==> src/rtl/tbb_pkg.sv <==
// Shared constants and helpers for the tone generator: register addresses,
// default startup guard length and the nibble count of a register width.
package tbb_pkg;

  localparam logic [3:0] ADDR_DIV        = 4'hE;
  localparam logic [3:0] ADDR_EN         = 4'hF;
  localparam int         STARTUP_DEFAULT = 5;

  function automatic int nib_count(input int width);
    return (width + 3) / 4;
  endfunction

endpackage

==> src/rtl/tbb_tone_chan.sv <==
// One square-wave channel: holds its active period and produces a toggle
// every P+1 prescaler ticks while enabled with a non-zero period.
module tbb_tone_chan #(
  parameter int PW = 12
) (
  input  logic          clk,
  input  logic          rst_n,
  input  logic          tick,
  input  logic          en,
  input  logic          per_wr,
  input  logic [PW-1:0] per_wdata,
  output logic          sout
);

  logic [PW-1:0] per_q, per_d;
  logic [PW-1:0] cnt_q, cnt_d;
  logic          sout_q, sout_d;

  // Reloads take per_d so a commit landing on a reload cycle is used at once.
  always_comb begin
    per_d  = per_wr ? per_wdata : per_q;
    cnt_d  = cnt_q;
    sout_d = sout_q;
    if (!en || per_q == '0) begin
      cnt_d  = per_d;
      sout_d = 1'b0;
    end else if (tick) begin
      if (cnt_q == '0) begin
        cnt_d  = per_d;
        sout_d = ~sout_q;
      end else begin
        cnt_d = cnt_q - 1'b1;
      end
    end
  end

  always_ff @(posedge clk or negedge rst_n) begin
    if (!rst_n) begin
      per_q  <= '0;
      cnt_q  <= '0;
      sout_q <= 1'b0;
    end else begin
      per_q  <= per_d;
      cnt_q  <= cnt_d;
      sout_q <= sout_d;
    end
  end

  assign sout = sout_q;

endmodule

==> src/rtl/tbb_tone_gen.sv <==
// Multi-channel tone generator: synchronised nibble-wide host bus, staged
// register writes with atomic commit, a prescaler with startup guard, NCH channels.
module tbb_tone_gen
  import tbb_pkg::*;
#(
  parameter int NCH     = 3,
  parameter int PW      = 12,
  parameter int STARTUP = STARTUP_DEFAULT
) (
  input  logic           CLK,
  input  logic           RST,
  input  logic           A0,
  input  logic           WR,
  input  logic [3:0]     D,
  output logic [NCH-1:0] SOUT,
  output logic           TICK
);

  localparam int PNIB   = PW / 4;
  localparam int ENIB   = nib_count(NCH);
  localparam int MAXNIB = (PNIB > ENIB) ? PNIB : ENIB;
  localparam int SGW    = 4 * MAXNIB;
  localparam int SW     = (STARTUP < 1) ? 1 : $clog2(STARTUP + 1);

  logic [5:0]     sync1_q, sync1_d, sync2_q, sync2_d;
  logic           wr_prev_q, wr_prev_d;
  logic [3:0]     addr_q, addr_d;
  logic [1:0]     ptr_q, ptr_d, nib_last;
  logic [SGW-1:0] stage_q, stage_d, stage_ins;
  logic [NCH-1:0] en_q, en_d;
  logic [3:0]     div_q, div_d;
  logic [3:0]     pre_q, pre_d;
  logic [SW-1:0]  st_q, st_d;
  logic           tick_q, tick_d;
  logic           wr_det, is_chan, reserved, commit, div_commit;
  logic [NCH-1:0] chan_wr;

  // {WR, A0, D} travel together so the nibble is aligned with its strobe.
  always_comb begin
    sync1_d   = {WR, A0, D};
    sync2_d   = sync1_q;
    wr_prev_d = sync2_q[5];
    wr_det    = sync2_q[5] && !wr_prev_q;
  end

  always_comb begin
    is_chan  = (addr_q < 4'(NCH));
    reserved = !is_chan && (addr_q != ADDR_DIV) && (addr_q != ADDR_EN);
    if (is_chan)                nib_last = 2'(PNIB - 1);
    else if (addr_q == ADDR_EN) nib_last = 2'(ENIB - 1);
    else                        nib_last = 2'd0;

    stage_ins = stage_q;
    for (int i = 0; i < MAXNIB; i++) begin
      if (ptr_q == 2'(i)) stage_ins[4*i +: 4] = sync2_q[3:0];
    end

    addr_d  = addr_q;
    ptr_d   = ptr_q;
    stage_d = stage_q;
    commit  = 1'b0;
    if (wr_det) begin
      if (sync2_q[4]) begin
        addr_d  = sync2_q[3:0];
        ptr_d   = 2'd0;
        stage_d = '0;
      end else if (ptr_q == nib_last) begin
        ptr_d   = 2'd0;
        stage_d = '0;
        commit  = !reserved;
      end else begin
        ptr_d   = ptr_q + 2'd1;
        stage_d = stage_ins;
      end
    end

    div_commit = commit && (addr_q == ADDR_DIV);
    div_d      = div_commit ? stage_ins[3:0] : div_q;
    en_d       = (commit && addr_q == ADDR_EN) ? stage_ins[NCH-1:0] : en_q;
  end

  // The startup guard takes priority; a DIV commit afterwards restarts the count.
  always_comb begin
    st_d   = st_q;
    pre_d  = pre_q;
    tick_d = 1'b0;
    if (st_q < SW'(STARTUP)) begin
      st_d = st_q + 1'b1;
    end else if (div_commit) begin
      pre_d = 4'd0;
    end else if (pre_q == div_q) begin
      pre_d  = 4'd0;
      tick_d = 1'b1;
    end else begin
      pre_d = pre_q + 4'd1;
    end
  end

  always_ff @(posedge CLK or negedge RST) begin
    if (!RST) begin
      sync1_q   <= '0;
      sync2_q   <= '0;
      wr_prev_q <= 1'b0;
      addr_q    <= '0;
      ptr_q     <= '0;
      stage_q   <= '0;
      en_q      <= '0;
      div_q     <= '0;
      pre_q     <= '0;
      st_q      <= '0;
      tick_q    <= 1'b0;
    end else begin
      sync1_q   <= sync1_d;
      sync2_q   <= sync2_d;
      wr_prev_q <= wr_prev_d;
      addr_q    <= addr_d;
      ptr_q     <= ptr_d;
      stage_q   <= stage_d;
      en_q      <= en_d;
      div_q     <= div_d;
      pre_q     <= pre_d;
      st_q      <= st_d;
      tick_q    <= tick_d;
    end
  end

  assign TICK = tick_q;

  generate
    for (genvar gi = 0; gi < NCH; gi++) begin : g_chan
      assign chan_wr[gi] = commit && (addr_q == 4'(gi));

      tbb_tone_chan #(
        .PW(PW)
      ) u_chan (
        .clk      (CLK),
        .rst_n    (RST),
        .tick     (tick_q),
        .en       (en_q[gi]),
        .per_wr   (chan_wr[gi]),
        .per_wdata(stage_ins[PW-1:0]),
        .sout     (SOUT[gi])
      );
    end
  endgenerate

endmodule
==> config.mk <==
export PLATFORM = sky130hd
export DESIGN_NAME = tbb_tone_gen
export DESIGN_NICKNAME = d
export VERILOG_FILES = /design/src/rtl/tbb_pkg.sv /design/src/rtl/tbb_tone_chan.sv /design/src/rtl/tbb_tone_gen.sv
export SDC_FILE = /design/constraint.sdc
export NUM_CORES = 1
export LEC_CHECK = 0
export BUFFER_PORTS_ARGS = -buffer_cell sky130_fd_sc_hd__buf_4
export CORE_MARGIN = 1
export CORE_UTILIZATION = 50
export CTS_CLUSTER_DIAMETER = 40
export DETAILED_ROUTE_END_ITERATION = 10
export GPL_TIMING_DRIVEN = 0
export MAX_ROUTING_LAYER = met4
export PLACE_DENSITY = 0.73
export SLEW_MARGIN = 5
export SYNTH_ARGS = -nofsm -noshare
export SYNTH_HDL_FRONTEND = slang
export SYNTH_HIERARCHICAL = 1
export SYNTH_SLANG_ARGS = --single-unit
==> constraint.sdc <==
create_clock -name CLK -period 2.5 [get_ports CLK]
set_clock_uncertainty 0.15 [all_clocks]
set_input_delay 0.125 -clock CLK [delete_from_list [all_inputs] [get_ports CLK]]
set_output_delay 0.125 -clock CLK [all_outputs]
set_load 0.01 [all_outputs]
==> results of run 1 <==
## registers in the layout, summed over array words and instances (netlist names), 4 cells and up
name	count
g_chan.u_chan/cnt_q	36
stage_q	12
pre_q	4
div_q	4
sync1_q	6
sync2_q	6
addr_q	4
g_chan.u_chan/per_q	36
## worst max-delay path, stage by stage, from the launching register on
cell and delay [ps]:
dfrtp_1 410, or3_4 420, or2_4 260, nor3_4 290
buf_4 180, mux2_2 350, mux2_2 270
## final timing paths
check                                       endpoint  slack (ps)  depth (start not counted)
min reg2reg                               sync2_q[2]         200                          0
min in group CLK                          sync2_q[2]         200                          0
max reg2reg                g_chan[0].u_chan/cnt_q[5]          50                          6
min                                         pre_q[0]          60                          2
max                        g_chan[0].u_chan/cnt_q[5]          50                          6
max in group asynchronous  g_chan[0].u_chan/per_q[9]        1430                          3
## area by class of cell
| cell class | count | area (um^2) | area share [%] |
|---|---|---|---|
| Sequential cell | 121 | 3028 | 42.42 |
| Tap cell | 143 | 178.9 | 2.507 |
| Clock buffer | 26 | 529.3 | 7.415 |
| Multi-Input combinational cell | 388 | 2887 | 40.44 |
| Buffer | 20 | 140.1 | 1.963 |
| Inverter | 20 | 75.07 | 1.052 |
| Clock inverter | 6 | 60.06 | 0.8414 |
| Timing Repair Buffer | 26 | 240.2 | 3.365 |
## through the flow
step	std cells	power (W)	hold WS [ps]	setup slack [ps]	utilization, %
floorplan	551	0.003017	-320.6	52.41	-
CTS	747	0.005731	67.07	42.95	61.13
detailed placement	706	0.003308	-77.77	-436.4	54.65
global route	750	0.005979	103.7	7.508	61.46
global placement	705	0.003264	84.88	-380.2	54.38
finish	750	0.005716	57.45	54.95	61.46
## cell usage in the layout (no fill, tap or decap), drive strengths merged, types with 14 or more instances in the layout
cell type,count
buf,35
inv,20
dfrtp,121
o21ai,29
mux2,52
nand2,54
a31oi,24
clkbuf,30
a21oi,44
nor4,15
nand3,14
nor2,20
## where the power goes
| part | leakage (nW) | internal, W | switching (W) |
|---|---|---|---|
| Combinational | 1.39 | 0.000447 | 0.000614 |
| Clock | 0.288 | 0.00155 | 0.000836 |
| Sequential | 1.63 | 0.00210 | 0.000171 |
| Total | 3.30 | 0.00409 | 0.00162 |
## metal layers
| metal | up-vias | share of wire [%] |
|---|---|---|
| met5 | - | 0 |
| met4 | 0 | 1.9 |
| li1 | 2140 | - |
| met2 | 108 | 49 |
| met1 | 2284 | 44 |
| met3 | 22 | 4.5 |
## cell families (layout without fill, tap and decap cells)
family	after synthesis	in the layout	share of synthesized area, %
and+or+nand+nor	165	165	16.56
AOI/OAI and AO/OA	144	144	15.69
DFF	121	121	50.08
muxes	56	56	10.35
buffers and inverters	42	98	3.311
xor gates and xnor gates	12	12	1.738
adders and majority gates	11	11	2.276
## what timing repair did
action,CTS,global route
pin swaps,2,2
gates cloned,1,0
gates resized for setup,19,5
endpoints found under the setup margin,65,10
setup buffers,3,3
hold buffers,7,0
endpoints found under the hold margin,127,0
==> impl_metrics.env, run 1 <==
export IMPL_netlist_area_um2=6046
export IMPL_finalNetCount=613
export IMPL_syn_inst=551
export IMPL_synth_top_area_cell="dfrtp_1"
export IMPL_drive_gt1_share_pct=25.37
export IMPL_die_area_um2=12540
export IMPL_globalplace_congestion=0.8981
export IMPL_violations="design-rule violations"
export IMPL_vias=4554
export IMPL_busiest_layer="met2"
export IMPL_powerDensity_nw_per_um2=800.8
export IMPL_grt_antenna_before_repair=0
export IMPL_cts_max_path_buffers=2
export IMPL_min_delay_path_class="in -> async"
export IMPL_cts_root_buf="clkbuf_16"
export IMPL_grt_pass1_wl_um=22900
export IMPL_chipWidth_um=112.0
export IMPL_synth_seq_cells=121
export IMPL_startpoint="addr_q[3]"
export IMPL_clk_latency_ps=410
export IMPL_avgRoutedWirePerCell_um=18.24
export IMPL_synth_edf_count=0
export IMPL_finalSetupViolations=0
export IMPL_syn_to_final_growth_pct=18.07
export IMPL_cp_end_kind="flop"
export IMPL_cts_tree="built"
export IMPL_fp_dieH_um=112.0
export IMPL_maxCapViolations=0
export IMPL_synth_commonest_cells="121 x dfrtp_1, 54 x nand2_1, 52 x mux2_2"
export IMPL_grt_max_degree=78
export IMPL_core_area_um2=11610
export IMPL_finalCriticalPeriod_ps=2445
export IMPL_h_tree_depth=4
export IMPL_path_class="reg -> reg"
export IMPL_yosysMostFrequentCell="dfrtp_1"
export IMPL_crit_path_max_fanout=4
export IMPL_grtUsageMet3_pct=4.246
export IMPL_antennaDiodeCount=0
export IMPL_async_flop_share_pct=100.0
export IMPL_fmax_mhz=409.0
export IMPL_drcViolationCount=1
export IMPL_yosysSeqAreaShare_pct=50.08
export IMPL_rsz0062_at_grt="no"
export IMPL_clock_sinks=121
export IMPL_status="finished with violations"
export IMPL_slew_viol_final=0
export IMPL_final_cell_area_um2=7138
export IMPL_worstMarginPinSlew_ps=828.3
export IMPL_dpl_hpwl_um=9092
export IMPL_netlist_cell_type_count=54
export IMPL_ys_top_cells_by_area="dfrtp_1 50%, mux2_2 9.7%, a21oi_1 3.4%, nand2_1 3.4%, a31oi_1 2.5%"
export IMPL_first_pass_iters=8
export IMPL_netlist_area_leader_share_pct=50.08
export IMPL_grtUsageMet1_pct=31.02
export IMPL_io_buffers=11
export IMPL_worst_setup_path_start_kind="flop"
export IMPL_worstPathArrival_ps=2590
export IMPL_drtIter0Drc=391
export IMPL_critPathRequiredTime_ps=2640
export IMPL_cts_buffers=17
export IMPL_fillCellCount=881
export IMPL_use_met2_pct=38.14
export IMPL_rows=39
export IMPL_fin_crit_sh_pct=97.80
export IMPL_start_util_pct=52.06
export IMPL_placed_area_um2=6347
export IMPL_overflow=0
export IMPL_reg2reg_from="addr_q[3]"
export IMPL_relSlewSlack_pct=44.66
export IMPL_synth_warnings=6
export IMPL_first_global_vias=4578
export IMPL_drtAntennaViolNets=0
export IMPL_vias_per_cell=6.072
export IMPL_finalHoldViolCount=0
export IMPL_synthFlopType="dfrtp_1"
export IMPL_peakVddDrop_mv=0.3713
export IMPL_grt_util_all_layers_pct=24.22
export IMPL_cellLeakagePower_nw=3.304
export IMPL_tns_ps=0
export IMPL_syn_mean_instance_area_um2=10.97
export IMPL_clk_pin_slew_ps=50
export IMPL_num_io_pins=12
export IMPL_synth_nets=570
export IMPL_finalWirelength_um=13680
(Power assumes the default switching activity.)
==> inputs of run 2 (changes only) <==
--- a/config.mk
+++ b/config.mk
@@ -6,13 +6,12 @@
 export NUM_CORES = 1
 export LEC_CHECK = 0
 export BUFFER_PORTS_ARGS = -buffer_cell sky130_fd_sc_hd__buf_4
-export CORE_MARGIN = 1
-export CORE_UTILIZATION = 50
+export CORE_UTILIZATION = 55
 export CTS_CLUSTER_DIAMETER = 40
 export DETAILED_ROUTE_END_ITERATION = 10
 export GPL_TIMING_DRIVEN = 0
 export MAX_ROUTING_LAYER = met4
-export PLACE_DENSITY = 0.73
+export PLACE_DENSITY = 0.79
 export SLEW_MARGIN = 5
 export SYNTH_ARGS = -nofsm -noshare
 export SYNTH_HDL_FRONTEND = slang
==> run 2 against run 1 <==
The run now ends clean. Largest cell class unchanged. Die area shrank 8.9%. Non-clock buffer count shrank 1. Sequential share of layout area down 0.13 points. Count of clock-buffer cells in the layout shrank 7. Highest routed layer unchanged. Design area up 0.30%. Maximum frequency is 1.2% lower.
==> impl_metrics.env, run 2 (same netlist as run 1, synthesis figures left out) <==
export IMPL_vias_per_cell=6.288
export IMPL_cts_max_path_buffers=2
export IMPL_critPathBufInv=1
export IMPL_critPathSlowestCell="dfrtp_1"
export IMPL_min_delay_path_class="in -> async"
export IMPL_p_total_w=0.005878
export IMPL_holdWs_ps=11.41
export IMPL_powerDensity_nw_per_um2=821.0
export IMPL_io_buffers=11
export IMPL_num_io_pins=12
export IMPL_relSlewSlack_pct=45.55
export IMPL_critPathRequiredTime_ps=2740
export IMPL_avgRoutedWirePerCell_um=19.48
export IMPL_seqPwrFrac_pct=38.7
export IMPL_overflow=0
export IMPL_slowest_delay_ps=410
export IMPL_maxCapViolations=0
export IMPL_drtAntennaViolNets=0
export IMPL_drtIter0Drc=323
export IMPL_clock_sinks=121
export IMPL_drive_gt1_share_pct=25.58
export IMPL_worstPathArrival_ps=2720
export IMPL_p_int_w=0.004132
export IMPL_critical_path_top_delay_family="simple AND/OR/NAND/NOR gates"
export IMPL_grt_max_degree=68
export IMPL_placed_area_um2=6339
export IMPL_largest_registers="g_chan.u_chan/cnt_q x36, g_chan.u_chan/per_q x36, stage_q x12"
export IMPL_grt_antenna_before_repair=0
export IMPL_first_pass_iters=4
export IMPL_swShare_pct=29.71
export IMPL_clk_latency_ps=520
export IMPL_worstMarginPinSlew_ps=815.0
export IMPL_syn_to_final_growth_pct=18.42
export IMPL_crit_path_max_fanout=5
export IMPL_cts_root_buf="clkbuf_8"
export IMPL_start_util_pct=57.53
export IMPL_worst_setup_path_start_kind="flop"
export IMPL_grt_util_all_layers_pct=27.91
export IMPL_final_cell_area_um2=7159
export IMPL_finalCriticalPeriod_ps=2475
export IMPL_fmax_mhz=404.0
export IMPL_finalSetupViolations=0
export IMPL_chipWidth_um=106.8
export IMPL_rsz0062_at_grt="no"
export IMPL_switchingPower_w=0.001747
export IMPL_grt_pass1_wl_um=23630
export IMPL_finalHoldViolCount=0
export IMPL_first_global_vias=4554
export IMPL_antennaDiodeCount=0
export IMPL_finalWirelength_um=14460
export IMPL_slew_viol_final=0
export IMPL_cts_buffers=17
export IMPL_cp_cell_sequence="or3_4, or2_4, nor3_4, buf_4, mux2_2, a21oi_1, a21oi_1"
export IMPL_finalNetCount=612
export IMPL_final_cell_mix="121 x dfrtp_1, 54 x nand2_1, 52 x mux2_2, 39 x a21oi_1, 28 x o21ai_0"
export IMPL_fp_dieH_um=106.8
export IMPL_layout_commonest_cell="dfrtp_1"
export IMPL_fillCellCount=698
export IMPL_core_area_um2=10510
export IMPL_clk_pin_slew_ps=60
export IMPL_cp_end_kind="flop"
export IMPL_drcViolationCount=0
export IMPL_status="complete, no violations"
export IMPL_path_class="reg -> reg"
export IMPL_fin_crit_sh_pct=99.01
export IMPL_rows=37
export IMPL_cts_tree="built"
export IMPL_die_area_um2=11420
export IMPL_globalplace_congestion=0.8578
export IMPL_vias=4666
export IMPL_peakVddDrop_mv=0.6668
export IMPL_cellLeakagePower_nw=3.305
export IMPL_h_tree_depth=4
export IMPL_critPathMostFrequentCell="a21oi_1"
export IMPL_clockPowerShare_pct=42.5
export IMPL_combPwrFrac_pct=18.8
export IMPL_dpl_hpwl_um=9079
==> run 2: cell count changes in the layout (fill, tap and decap cells not counted), sizes merged <==
cell / change
buf: -1
clkinv: +1
bufinv: +2
clkbuf: -7
clkinvlp: +2
inv: +2
==> run 2: area by class of cell <==
type                    instances  area [um^2]  area share [%]
inverters                      20        75.07           1.049
well taps                     136        170.2           2.377
repair buffers                 25        249.0           3.478
clock inverters                13        168.9           2.359
plain buffers                  20        140.1           1.957
clock buffers                  19        441.7           6.169
multi-input cells             388         2887           40.32
flip-flops and latches        121         3028           42.29
==> run 2: worst paths after layout <==
kind	startpoint	slack (ps)	depth (start not counted)	endpoint
max	addr_q[2]	20	7	g_chan[0].u_chan/cnt_q[11]
min	RST	10	3	addr_q[0]
max reg2reg	addr_q[2]	20	7	g_chan[0].u_chan/cnt_q[11]
min reg2reg	sync1_q[4]	190	0	sync2_q[4]
max in group asynchronous	RST	1870	3	g_chan[0].u_chan/cnt_q[2]
min in group CLK	D[0]	110	2	sync1_q[0]
==> run 2: power by group through the flow <==
stage                     logic [W]  clock network (W)  registers [W]
after global placement     0.000986                  0        0.00228
final                       0.00111            0.00250        0.00227
after floorplan            0.000773                  0        0.00224
after CTS                   0.00108            0.00253        0.00227
after detailed placement    0.00103                  0        0.00229
after global routing        0.00122            0.00261        0.00229
==> run 2: routing by layer <==
metal  GRT usage [%]  vias to the layer above  part of all wire, %
met5               -                        -                    0
met4           11.15                        0                  2.4
met3           5.714                       29                  5.3
met2           43.36                      152                   49
met1           36.06                     2352                   44
li1                -                     2133                    -
==> run 2: through the flow <==
step,utilization [%],TNS (ps),setup WS (ps),instances
3_5_place_dp,60.32,-12520,-407.5,699
3_3_place_gp,60.02,-10070,-360.7,698
2_1_floorplan,-,0,52.41,551
6_report,68.13,0,24.68,742
4_1_cts,67.79,0,9.901,741
5_1_grt,68.13,0,4.536,742
==> run 2: tightest hold or removal path: cells and delay by family <==
family / cells / cell delay [ps]
buf+inv: 3 / 930
==> run 2: repair_timing <==
action                                  4_1_cts  5_1_grt
hold endpoints to repair                    127        0
cloned                                        0        1
setup buffers                                 3        1
pin swaps                                     1        1
endpoints found under the setup margin       64       25
hold buffers                                  8        0
gates resized for setup                      15        8
==> inputs of run 3 (changes only) <==
--- a/config.mk
+++ b/config.mk
@@ -15,5 +15,4 @@
 export SLEW_MARGIN = 5
 export SYNTH_ARGS = -nofsm -noshare
 export SYNTH_HDL_FRONTEND = slang
-export SYNTH_HIERARCHICAL = 1
 export SYNTH_SLANG_ARGS = --single-unit
==> run 3 against run 2 <==
Hold slack improved by 80 ps. Sequential power is 4% higher. Via count is 5.1% higher. Critical path depth fell by 2. Wire length rose by 0.68%. Non-clock buffer count increased by 5. Highest routed layer unchanged.
==> impl_metrics.env, run 3 <==
export IMPL_status="complete, no violations"
export IMPL_clk_latency_ps=540
export IMPL_peakVddDrop_mv=0.6882
export IMPL_chipWidth_um=106.0
export IMPL_cts_max_path_buffers=2
export IMPL_grt_pass1_wl_um=24220
export IMPL_synth_commonest_cells="121 x dfrtp_1, 53 x nand2_1, 39 x nor2_1"
export IMPL_vias=4902
export IMPL_ff2ff_setup_slack_ps=70
export IMPL_fin_crit_sh_pct=97.36
export IMPL_fmax_mhz=410.8
export IMPL_finalSetupViolations=0
export IMPL_cts_tree="built"
export IMPL_clk_pin_slew_ps=60
export IMPL_netlist_area_um2=5943
export IMPL_cp_end_kind="flop"
export IMPL_reg2reg_from="ptr_q[0]"
export IMPL_h_tree_depth=4
export IMPL_num_io_pins=12
export IMPL_holdWs_ps=91.56
export IMPL_finalCriticalPeriod_ps=2434
export IMPL_slew_viol_final=0
export IMPL_yosysSeqAreaShare_pct=50.95
export IMPL_dpl_cell_count=730
export IMPL_antennaDiodeCount=0
export IMPL_start_util_pct=57.06
export IMPL_fillCellCount=739
export IMPL_syn_mean_instance_area_um2=10.21
export IMPL_min_delay_path_class="in -> reg"
export IMPL_netlist_cell_type_count=70
export IMPL_grt_antenna_before_repair=0
export IMPL_min_to="sync1_q[5]"
export IMPL_async_flop_share_pct=100.0
export IMPL_vias_per_cell=6.375
export IMPL_largest_registers="g_chan.u_chan.cnt_q x36, g_chan.u_chan.per_q x36, stage_q x12"
export IMPL_drtIter0Drc=444
export IMPL_drtAntennaViolNets=0
export IMPL_fin_cells=769
export IMPL_cellLeakagePower_nw=3.246
export IMPL_worst_setup_path_start_kind="flop"
export IMPL_synth_edf_count=0
export IMPL_maxCapViolations=0
export IMPL_worstHoldPathCells=2
export IMPL_synth_warnings=0
export IMPL_fin_util_pct=67.68
export IMPL_first_pass_iters=5
export IMPL_worstPathArrival_ps=2700
export IMPL_netlist_area_leader_share_pct=50.95
export IMPL_synth_seq_cells=121
export IMPL_first_global_vias=4884
export IMPL_final_cell_mix="121 x dfrtp_1, 52 x nand2_1, 39 x nor2_1, 35 x inv_1, 29 x o21ai_0"
export IMPL_slowest_delay_ps=540
export IMPL_finalHoldViolCount=0
export IMPL_crit_path_max_fanout=6
export IMPL_relSlewSlack_pct=49.03
export IMPL_worstMarginPinSlew_ps=764.6
export IMPL_finalNetCount=640
export IMPL_io_buffers=11
export IMPL_syn_to_final_growth_pct=18.61
export IMPL_yosysMostFrequentCell="dfrtp_1"
export IMPL_ff2ff_path_depth=5
export IMPL_syn_inst=582
export IMPL_dpl_hpwl_um=9772
export IMPL_rr_endpoint="g_chan[1].u_chan.cnt_q[2]"
export IMPL_globalplace_congestion=0.8943
export IMPL_cts_root_buf="clkbuf_8"
export IMPL_cts_buffers=17
export IMPL_cp_cell_sequence="inv_1, ha_1, mux2i_2, o21ai_0, a311o_1"
export IMPL_min_from="WR"
export IMPL_fp_dieH_um=106.0
export IMPL_grt_util_all_layers_pct=29.14
export IMPL_synth_top_area_cell="dfrtp_1"
export IMPL_regArea_um2=3028
export IMPL_synth_nets=601
export IMPL_grt_max_degree=81
export IMPL_core_area_um2=10420
export IMPL_ys_top_cells_by_area="dfrtp_1 51%, mux2i_1 3.9%, nand2_1 3.3%, o21ai_0 2.5%, nor2_1 2.5%"
export IMPL_clock_sinks=121
export IMPL_rows=37
export IMPL_die_area_um2=11230
export IMPL_powerDensity_nw_per_um2=929.2
export IMPL_drive_gt1_share_pct=15.32
export IMPL_synthFlopType="dfrtp_1"
export IMPL_p_total_w=0.006550
export IMPL_critPathRequiredTime_ps=2770
export IMPL_path_class="reg -> reg"
export IMPL_layout_commonest_cell="dfrtp_1"
export IMPL_overflow=0
export IMPL_finalWirelength_um=14550
export IMPL_avgRoutedWirePerCell_um=18.93
export IMPL_multi_input_area_um2=2741
export IMPL_critPathSlowestCell="mux2i_2"
export IMPL_drcViolationCount=0
-- run 3: worst max-delay path by stage --
stage,to,depth (start not counted),startpoint
after global routing,g_chan[2].u_chan.cnt_q[3],7,ptr_q[0]
after global placement,g_chan[2].u_chan.cnt_q[3],8,ptr_q[1]
after detailed placement,g_chan[1].u_chan.cnt_q[2],6,ptr_q[1]
after floorplan,g_chan[2].u_chan.cnt_q[7],6,g_chan[2].u_chan.cnt_q[2]
final,g_chan[1].u_chan.cnt_q[2],5,ptr_q[0]
after CTS,g_chan[1].u_chan.cnt_q[2],6,ptr_q[1]
-- run 3: timing repair --
| action | in CTS | in global routing |
|---|---|---|
| resized for setup | 3 | 24 |
| endpoints found under the setup margin | 7 | 35 |
| hold endpoints to repair | 127 | 0 |
| setup buffers | 0 | 0 |
| hold buffers | 9 | 0 |
-- run 3: area by class of cell --
type | count | area share, %
flip-flops and latches | 121 | 42.95
plain buffers | 29 | 1.988
clock inverters | 11 | 2.396
inverters | 35 | 1.864
clock buffers | 20 | 6.461
repair buffers | 21 | 3.035
well taps | 136 | 2.414
multi-input cells | 396 | 38.89
-- run 3: per-stage QoR --
step                TNS [ps]  area (um^2)  setup WS, ps
finish                     0         7049         65.91
detailed placement    -263.6         6227        -117.5
global route          -41.43         7049        -17.14
floorplan                  0         5943         221.5
CTS                   -312.8         6962        -143.0
global placement      -122.5         6196        -106.8
-- run 3: cell families (layout without fill, tap and decap cells) --
family          after synthesis  in the layout  synth area share [%]
buf+inv                      65            116                 4.463
mux                          31             31                 5.390
compound gates              151            151                 18.30
simple gates                194            194                 17.26
fa+ha+maj                    11             11                 2.316
xor+xnor                      9              9                 1.326
flops                       121            121                 50.95
-- run 3: worst max-delay path, delay by kind of cell, from the launching register on --
| family | cells | cell delay (ps) |
|---|---|---|
| AOI/OAI and AO/OA | 2 | 660 |
| adders and majority gates | 1 | 410 |
| buffers and inverters | 1 | 140 |
| DFF | 1 | 420 |
| muxes | 1 | 540 |
-- run 3: where the power goes --
group	switching [W]	internal, W	leakage [nW]
Clock	0.000883	0.00169	0.307
Sequential	0.000205	0.00216	1.62
Combinational	0.000984	0.000626	1.32
Total	0.00207	0.00448	3.25
-- run 3: routing by layer --
metal / routed length [um] / global-route usage, %
met2: 7151 / 45.85
met1: 6091 / 36.54
met4: 359 / 12.30
met5: 0 / -
met3: 952 / 6.683
